**src/rtl/instr_fetch_requester.sv**
```systemverilog
// instr_fetch_requester
//   Initiator side of the per-slot instruction fetch protocol. Each
//   reservation-station slot owns a PC and a one-entry instruction
//   buffer. A slot requests a fetch, accepts the tagged response, holds
//   the instruction until the issue stage pops it, then advances its PC
//   by 4 and requests again. Each slot has at most one fetch outstanding.
//
// Ports
//   clk, rst                    clock; asynchronous active-high reset
//   launch_valid/slot/pc        start an IDLE slot at the given PC
//   redirect_valid/slot/pc      branch/jump redirect of one slot
//   reqs, req_pc_vec            per-slot fetch request and its byte PC
//   pc_ack                      one-hot grant from the responder
//   instr_valid, tag, instr     tagged instruction response
//   slot_full, slot_instr,      per-slot buffered instruction and its PC
//   slot_pc
//   issue                       per-slot pop pulses from the issue stage
//
// Optional build macro FETCH_PROTO_CHECK_EN adds:
//   proto_err                   sticky protocol violation flag
//   proto_err_tag               slot/tag of the first violation
module instr_fetch_requester #(
    parameter int NUM_SLOTS = 8,
    parameter int TAG_W     = $clog2(NUM_SLOTS),
    parameter int ADDR_W    = 32
) (
    input  logic                        clk,
    input  logic                        rst,
    input  logic                        launch_valid,
    input  logic [TAG_W-1:0]            launch_slot,
    input  logic [ADDR_W-1:0]           launch_pc,
    input  logic                        redirect_valid,
    input  logic [TAG_W-1:0]            redirect_slot,
    input  logic [ADDR_W-1:0]           redirect_pc,
    output logic [NUM_SLOTS-1:0]        reqs,
    output logic [NUM_SLOTS*ADDR_W-1:0] req_pc_vec,
    input  logic [NUM_SLOTS-1:0]        pc_ack,
    input  logic                        instr_valid,
    input  logic [TAG_W-1:0]            tag,
    input  logic [31:0]                 instr,
    output logic [NUM_SLOTS-1:0]        slot_full,
    output logic [NUM_SLOTS*32-1:0]     slot_instr,
    output logic [NUM_SLOTS*ADDR_W-1:0] slot_pc,
    input  logic [NUM_SLOTS-1:0]        issue
`ifdef FETCH_PROTO_CHECK_EN
    ,
    output logic                        proto_err,
    output logic [TAG_W-1:0]            proto_err_tag
`endif
);

    localparam logic [1:0] S_IDLE = 2'd0;
    localparam logic [1:0] S_REQ  = 2'd1;
    localparam logic [1:0] S_WAIT = 2'd2;
    localparam logic [1:0] S_FULL = 2'd3;

    logic [1:0]        state [NUM_SLOTS];
    logic [ADDR_W-1:0] pc    [NUM_SLOTS];
    logic [31:0]       ibuf  [NUM_SLOTS];
    logic [NUM_SLOTS-1:0] drop;

    logic [NUM_SLOTS-1:0] launch_hit;
    logic [NUM_SLOTS-1:0] redir_hit;
    logic [NUM_SLOTS-1:0] resp_hit;

    always_comb begin
        launch_hit = '0;
        redir_hit  = '0;
        resp_hit   = '0;
        for (int unsigned i = 0; i < NUM_SLOTS; i++) begin
            launch_hit[i] = launch_valid   && (launch_slot   == TAG_W'(i));
            redir_hit[i]  = redirect_valid && (redirect_slot == TAG_W'(i));
            resp_hit[i]   = instr_valid    && (tag           == TAG_W'(i));
        end
    end

    always_ff @(posedge clk or posedge rst) begin
        if (rst) begin
            for (int unsigned i = 0; i < NUM_SLOTS; i++) begin
                state[i] <= S_IDLE;
                pc[i]    <= '0;
                ibuf[i]  <= '0;
                drop[i]  <= 1'b0;
            end
        end else begin
            for (int unsigned i = 0; i < NUM_SLOTS; i++) begin
                case (state[i])
                    S_IDLE: begin
                        if (launch_hit[i]) begin
                            state[i] <= S_REQ;
                            pc[i]    <= launch_pc;
                        end
                    end
                    S_REQ: begin
                        if (redir_hit[i]) begin
                            pc[i] <= redirect_pc;
                            // A response accepted together with the redirect
                            // belongs to the old PC: drop it and re-request.
                            if (pc_ack[i] && !resp_hit[i]) begin
                                drop[i]  <= 1'b1;
                                state[i] <= S_WAIT;
                            end
                        end else if (pc_ack[i]) begin
                            if (resp_hit[i]) begin
                                state[i] <= S_FULL;
                                ibuf[i]  <= instr;
                            end else begin
                                state[i] <= S_WAIT;
                            end
                        end
                    end
                    S_WAIT: begin
                        if (redir_hit[i]) begin
                            pc[i] <= redirect_pc;
                            if (resp_hit[i]) begin
                                drop[i]  <= 1'b0;
                                state[i] <= S_REQ;
                            end else begin
                                drop[i] <= 1'b1;
                            end
                        end else if (resp_hit[i]) begin
                            drop[i] <= 1'b0;
                            if (drop[i]) begin
                                state[i] <= S_REQ;
                            end else begin
                                state[i] <= S_FULL;
                                ibuf[i]  <= instr;
                            end
                        end
                    end
                    S_FULL: begin
                        // Redirect wins over a same-cycle issue: no +4.
                        if (redir_hit[i]) begin
                            pc[i]    <= redirect_pc;
                            state[i] <= S_REQ;
                        end else if (issue[i]) begin
                            pc[i]    <= pc[i] + ADDR_W'(4);
                            state[i] <= S_REQ;
                        end
                    end
                    default: state[i] <= S_IDLE;
                endcase
            end
        end
    end

    always_comb begin
        for (int unsigned i = 0; i < NUM_SLOTS; i++) begin
            reqs[i]                        = (state[i] == S_REQ);
            slot_full[i]                   = (state[i] == S_FULL);
            req_pc_vec[i*ADDR_W +: ADDR_W] = pc[i];
            slot_pc[i*ADDR_W +: ADDR_W]    = pc[i];
            slot_instr[i*32 +: 32]         = ibuf[i];
        end
    end

`ifdef FETCH_PROTO_CHECK_EN
    logic                 accept_any;
    logic [NUM_SLOTS-1:0] bad_ack;
    logic                 multi_ack;
    logic                 bad_found;
    logic                 ack_found;
    logic [TAG_W-1:0]     bad_idx;
    logic [TAG_W-1:0]     ack_idx;
    logic                 err_now;
    logic [TAG_W-1:0]     err_tag;

    always_comb begin
        accept_any = 1'b0;
        bad_ack    = '0;
        bad_found  = 1'b0;
        ack_found  = 1'b0;
        bad_idx    = '0;
        ack_idx    = '0;
        for (int unsigned i = 0; i < NUM_SLOTS; i++) begin
            if (resp_hit[i] && (((state[i] == S_REQ) && pc_ack[i]) || (state[i] == S_WAIT)))
                accept_any = 1'b1;
            bad_ack[i] = pc_ack[i] && (state[i] != S_REQ);
            if (bad_ack[i] && !bad_found) begin
                bad_found = 1'b1;
                bad_idx   = TAG_W'(i);
            end
            if (pc_ack[i] && !ack_found) begin
                ack_found = 1'b1;
                ack_idx   = TAG_W'(i);
            end
        end
        // More than one bit set: clearing the lowest set bit leaves a residue.
        multi_ack = |(pc_ack & (pc_ack - NUM_SLOTS'(1)));
        err_now   = 1'b1;
        err_tag   = '0;
        if (instr_valid && !accept_any) err_tag = tag;
        else if (bad_found)             err_tag = bad_idx;
        else if (multi_ack)             err_tag = ack_idx;
        else                            err_now = 1'b0;
    end

    always_ff @(posedge clk or posedge rst) begin
        if (rst) begin
            proto_err     <= 1'b0;
            proto_err_tag <= '0;
        end else if (err_now && !proto_err) begin
            proto_err     <= 1'b1;
            proto_err_tag <= err_tag;
        end
    end
`endif

endmodule

```
**config.mk**
```make
export PLATFORM = sky130hd
export DESIGN_NAME = instr_fetch_requester
export DESIGN_NICKNAME = d
export VERILOG_FILES = /design/src/rtl/instr_fetch_requester.sv
export SDC_FILE = /design/constraint.sdc
export NUM_CORES = 2
export LEC_CHECK = 0
export BUFFER_PORTS_ARGS = -buffer_cell sky130_fd_sc_hd__buf_2
export CAP_MARGIN = 20
export CORE_AREA = 2 2 349 351
export DETAILED_ROUTE_END_ITERATION = 10
export DIE_AREA = 0 0 351 353
export PLACE_DENSITY = 0.45
export SLEW_MARGIN = 15
export SYNTH_ARGS = -nofsm -noshare
export SYNTH_HDL_FRONTEND = slang
export SYNTH_SLANG_ARGS = --single-unit
```
**constraint.sdc**
```tcl
create_clock -name clk -period 47.4 [get_ports clk]
set_clock_uncertainty 0.05 [all_clocks]
set_input_delay 2.37 -clock clk [delete_from_list [all_inputs] [get_ports clk]]
set_output_delay 2.37 -clock clk [all_outputs]
set_load 0.005 [all_outputs]
```
==> metrics <==
placed cells=5663; Leak=0.0174 uW; EDFF count, synth=0; PwrDens=84.8 mW/mm^2; I/O pins=910; largest net degree at the start of global routing=150; site row count=128; Final WS setup=41850 ps; status=complete, no violations; vias per cell=5.60; Final Hold Vio Count=0; vias in the first global route=30.5k; register area=0.0134 sq mm; hpwl dp=120 mm; RSZ-0062 raised after global routing=false; critical path's slowest cell=buf_4; drt initial violations=2954; layout cells sized above 1=33.9%; H-tree Lvls=3; top_reg_cell synth=dfrtp_1; antenna-violating nets left=0; Layout Cells excl Fill=5792; Synth Cell Area=0.0336 sq mm; type of origin of the critical path=input pin; Syn. warnings=0; clk slew on worst S/H paths=60 ps; Synth area leaders=dfrtp_1, mux2_2, buf_4; cts repair resizes=0; final period utilization=11.7%; GRT overflow=0; Post-Route Utilization=33.1%; Final Critical Period=5550 ps; Netlist cell types=86; Fill cells=12.7k; crit path DAT=6130 ps; RePlAce Congestion=0.912; max_cap viols=0; Cells after Synth=3601; fin nets=4285; DRC viols=0; Hold Crit Class=flop to flop; Fin Setup TNS=0 ps; CTS tree=done; Crit path required time=47980 ps; Clock Sinks=536; fmax=180 MHz; Via Count=32.5k; Final Max Tran Viols=0; net count after synthesis=3775; Starting Density=27.8%; share of the synthesized area in the top cell type=40.0%; # hold bufs at CTS=0; drt pass-1 iters=7; Post-Syn Area per Cell=9.32 sq um; worst skew pair latency=640 ps; maximum vdd drop=0.0348 mV; Layout area overhead=19.0%; Synth area leader=dfrtp_1; CP cell instances=buf_2 -> inv_8 -> buf_4 -> buf_4 -> buf_4 -> buf_4; area occupied by multi-input gates=0.0168 sq mm; CP peak stage delay=820 ps; pre-CTS WS=40920 ps; Tot Pwr=3380 uW; Rel. slew slack=16.7%; share of flip-flops with an asynchronous set or reset=100%; Setup violations, final=0; critical path fanouts, max=72; Yosys reg bits=536; pin slew with the least headroom to its limit=1230 ps; core area=0.121 sq mm; r2r setup slk=44350 ps; gr usage total=27.4%; kind of critical path=input pin to async pin; Root Buffer=clkbuf_16; DIE WIDTH=351 microns; sequential share of the synthesized area=40.0%; # Post-CTS Setup Buffers=0; initial antenna violation count=28; crit end category=async pin; Num CTS Buffers=68; cell repeated most along the worst path=buf_4; drt total wl=177 mm; die area=0.124 sq mm; buffers added on ports=909; drt wl/cell=30.5 microns; first-pass GRT wire length=243 mm; die height=353 microns; Max Buffers Root-to-Sink=3
-- critical path: cells and delay by family --
| family | cells | cell delay, ps |
|---|---|---|
| buffers and inverters | 6 | 3580 |
-- cell usage after synthesis (48+ instances only) --
library cell  instances
ha_1                 48
nor2_1              152
mux2_2              274
dfrtp_1             536
buf_4               263
xnor2_1              51
nand3_1             110
a21oi_1             121
nand2b_1             62
a221oi_1            102
nor3_1               63
nand4_1              85
buf_2                61
clkbuf_1            163
inv_1                91
o21ai_0             250
nand2_1             366
o31ai_1             103
-- layer usage --
metal	vias up	GRT usage (%)	wire length (microns)
li1	14145	-	-
met1	16213	33.4	67600
met2	1708	42.7	79000
met3	370	8.31	18100
met4	18	15.8	11800
met5	-	0	115
-- path summary, 6_finish.rpt --
check,startpoint,end,cells past startpoint
hold / removal,slot_instr[151],slot_instr[151],1
setup / recovery,rst,slot_instr[79],6
hold reg to reg,slot_instr[151],slot_instr[151],1
min in group asynchronous,rst,req_pc_vec[118],2
max in group clk,launch_slot[2],req_pc_vec[30],6
setup reg to reg,state[9],req_pc_vec[120],7
-- per-stage QoR --
step                hold WS [ps]  area (sq um)
finish                       447         39900
floorplan                    454         33600
CTS                          451         39800
global placement             433         37500
detailed placement           437         37500
global route                 458         39900
-- placed cells by master (no fill, tap or decap), types with 11 or more instances in the layout --
master     instances
nand4_1           85
o221ai_1          13
o31a_1            21
inv_1             90
and3_1            31
dfrtp_1          536
nor2_1           151
ha_1              47
nand2_1          366
o31ai_1          103
nor4_1            39
clkbuf_16         71
nand2b_1          62
o211ai_1          31
nor3_1            63
o21ai_0          250
nor2b_1           11
a31o_2            42
o2111ai_1         14
o22ai_1           25
and4_1            21
xor2_1            47
xnor2_1           51
a21oi_1          121
a211oi_1          14
a221o_1           19
mux2i_1           21
a32o_1            46
a21o_1            15
a31oi_1           46
buf_2            909
or3_1             13
clkbuf_1          17
mux2_2           274
clkbuf_8          16
a221oi_1         102
buf_4             48
and2_1            33
nand3_1          107
-- cell type report --
type,instances,area share (%)
diodes,6,0.0376
clock buffers,104,5.16
clock inverters,16,0.596
inverters,94,0.903
multi-input cells,2450,42.1
flip-flops and latches,536,33.6
well taps,1625,5.09
repair buffers,961,12.5
-- kinds of logic (layout without fill, tap and decap cells) --
| family | after synthesis | after routing | synth area share, % |
|---|---|---|---|
| AND/OR/NAND/NOR | 1054 | 1054 | 15.9 |
| AO/OA/AOI/OAI | 955 | 955 | 19.9 |
| buffers and inverters | 615 | 1175 | 10.1 |
| flip-flops | 536 | 536 | 40.0 |
| multiplexers | 295 | 295 | 9.82 |
| XOR/XNOR | 98 | 98 | 2.56 |
| adder cells (fa/ha/maj) | 48 | 48 | 1.79 |
| other | 0 | 6 | 0 |
-- sequential cells by signal, indices dropped and copies added (netlist names) --
name        flops
req_pc_vec    256
drop            8
state          16
slot_instr    256
-- report_power, final --
| group | total (uW) | switching, uW | internal (uW) |
|---|---|---|---|
| Sequential | 1010 | 311 | 695 |
| Clock | 550 | 222 | 327 |
| Combinational | 1830 | 1040 | 786 |
Note: power is estimated with default switching activity, not from simulation.
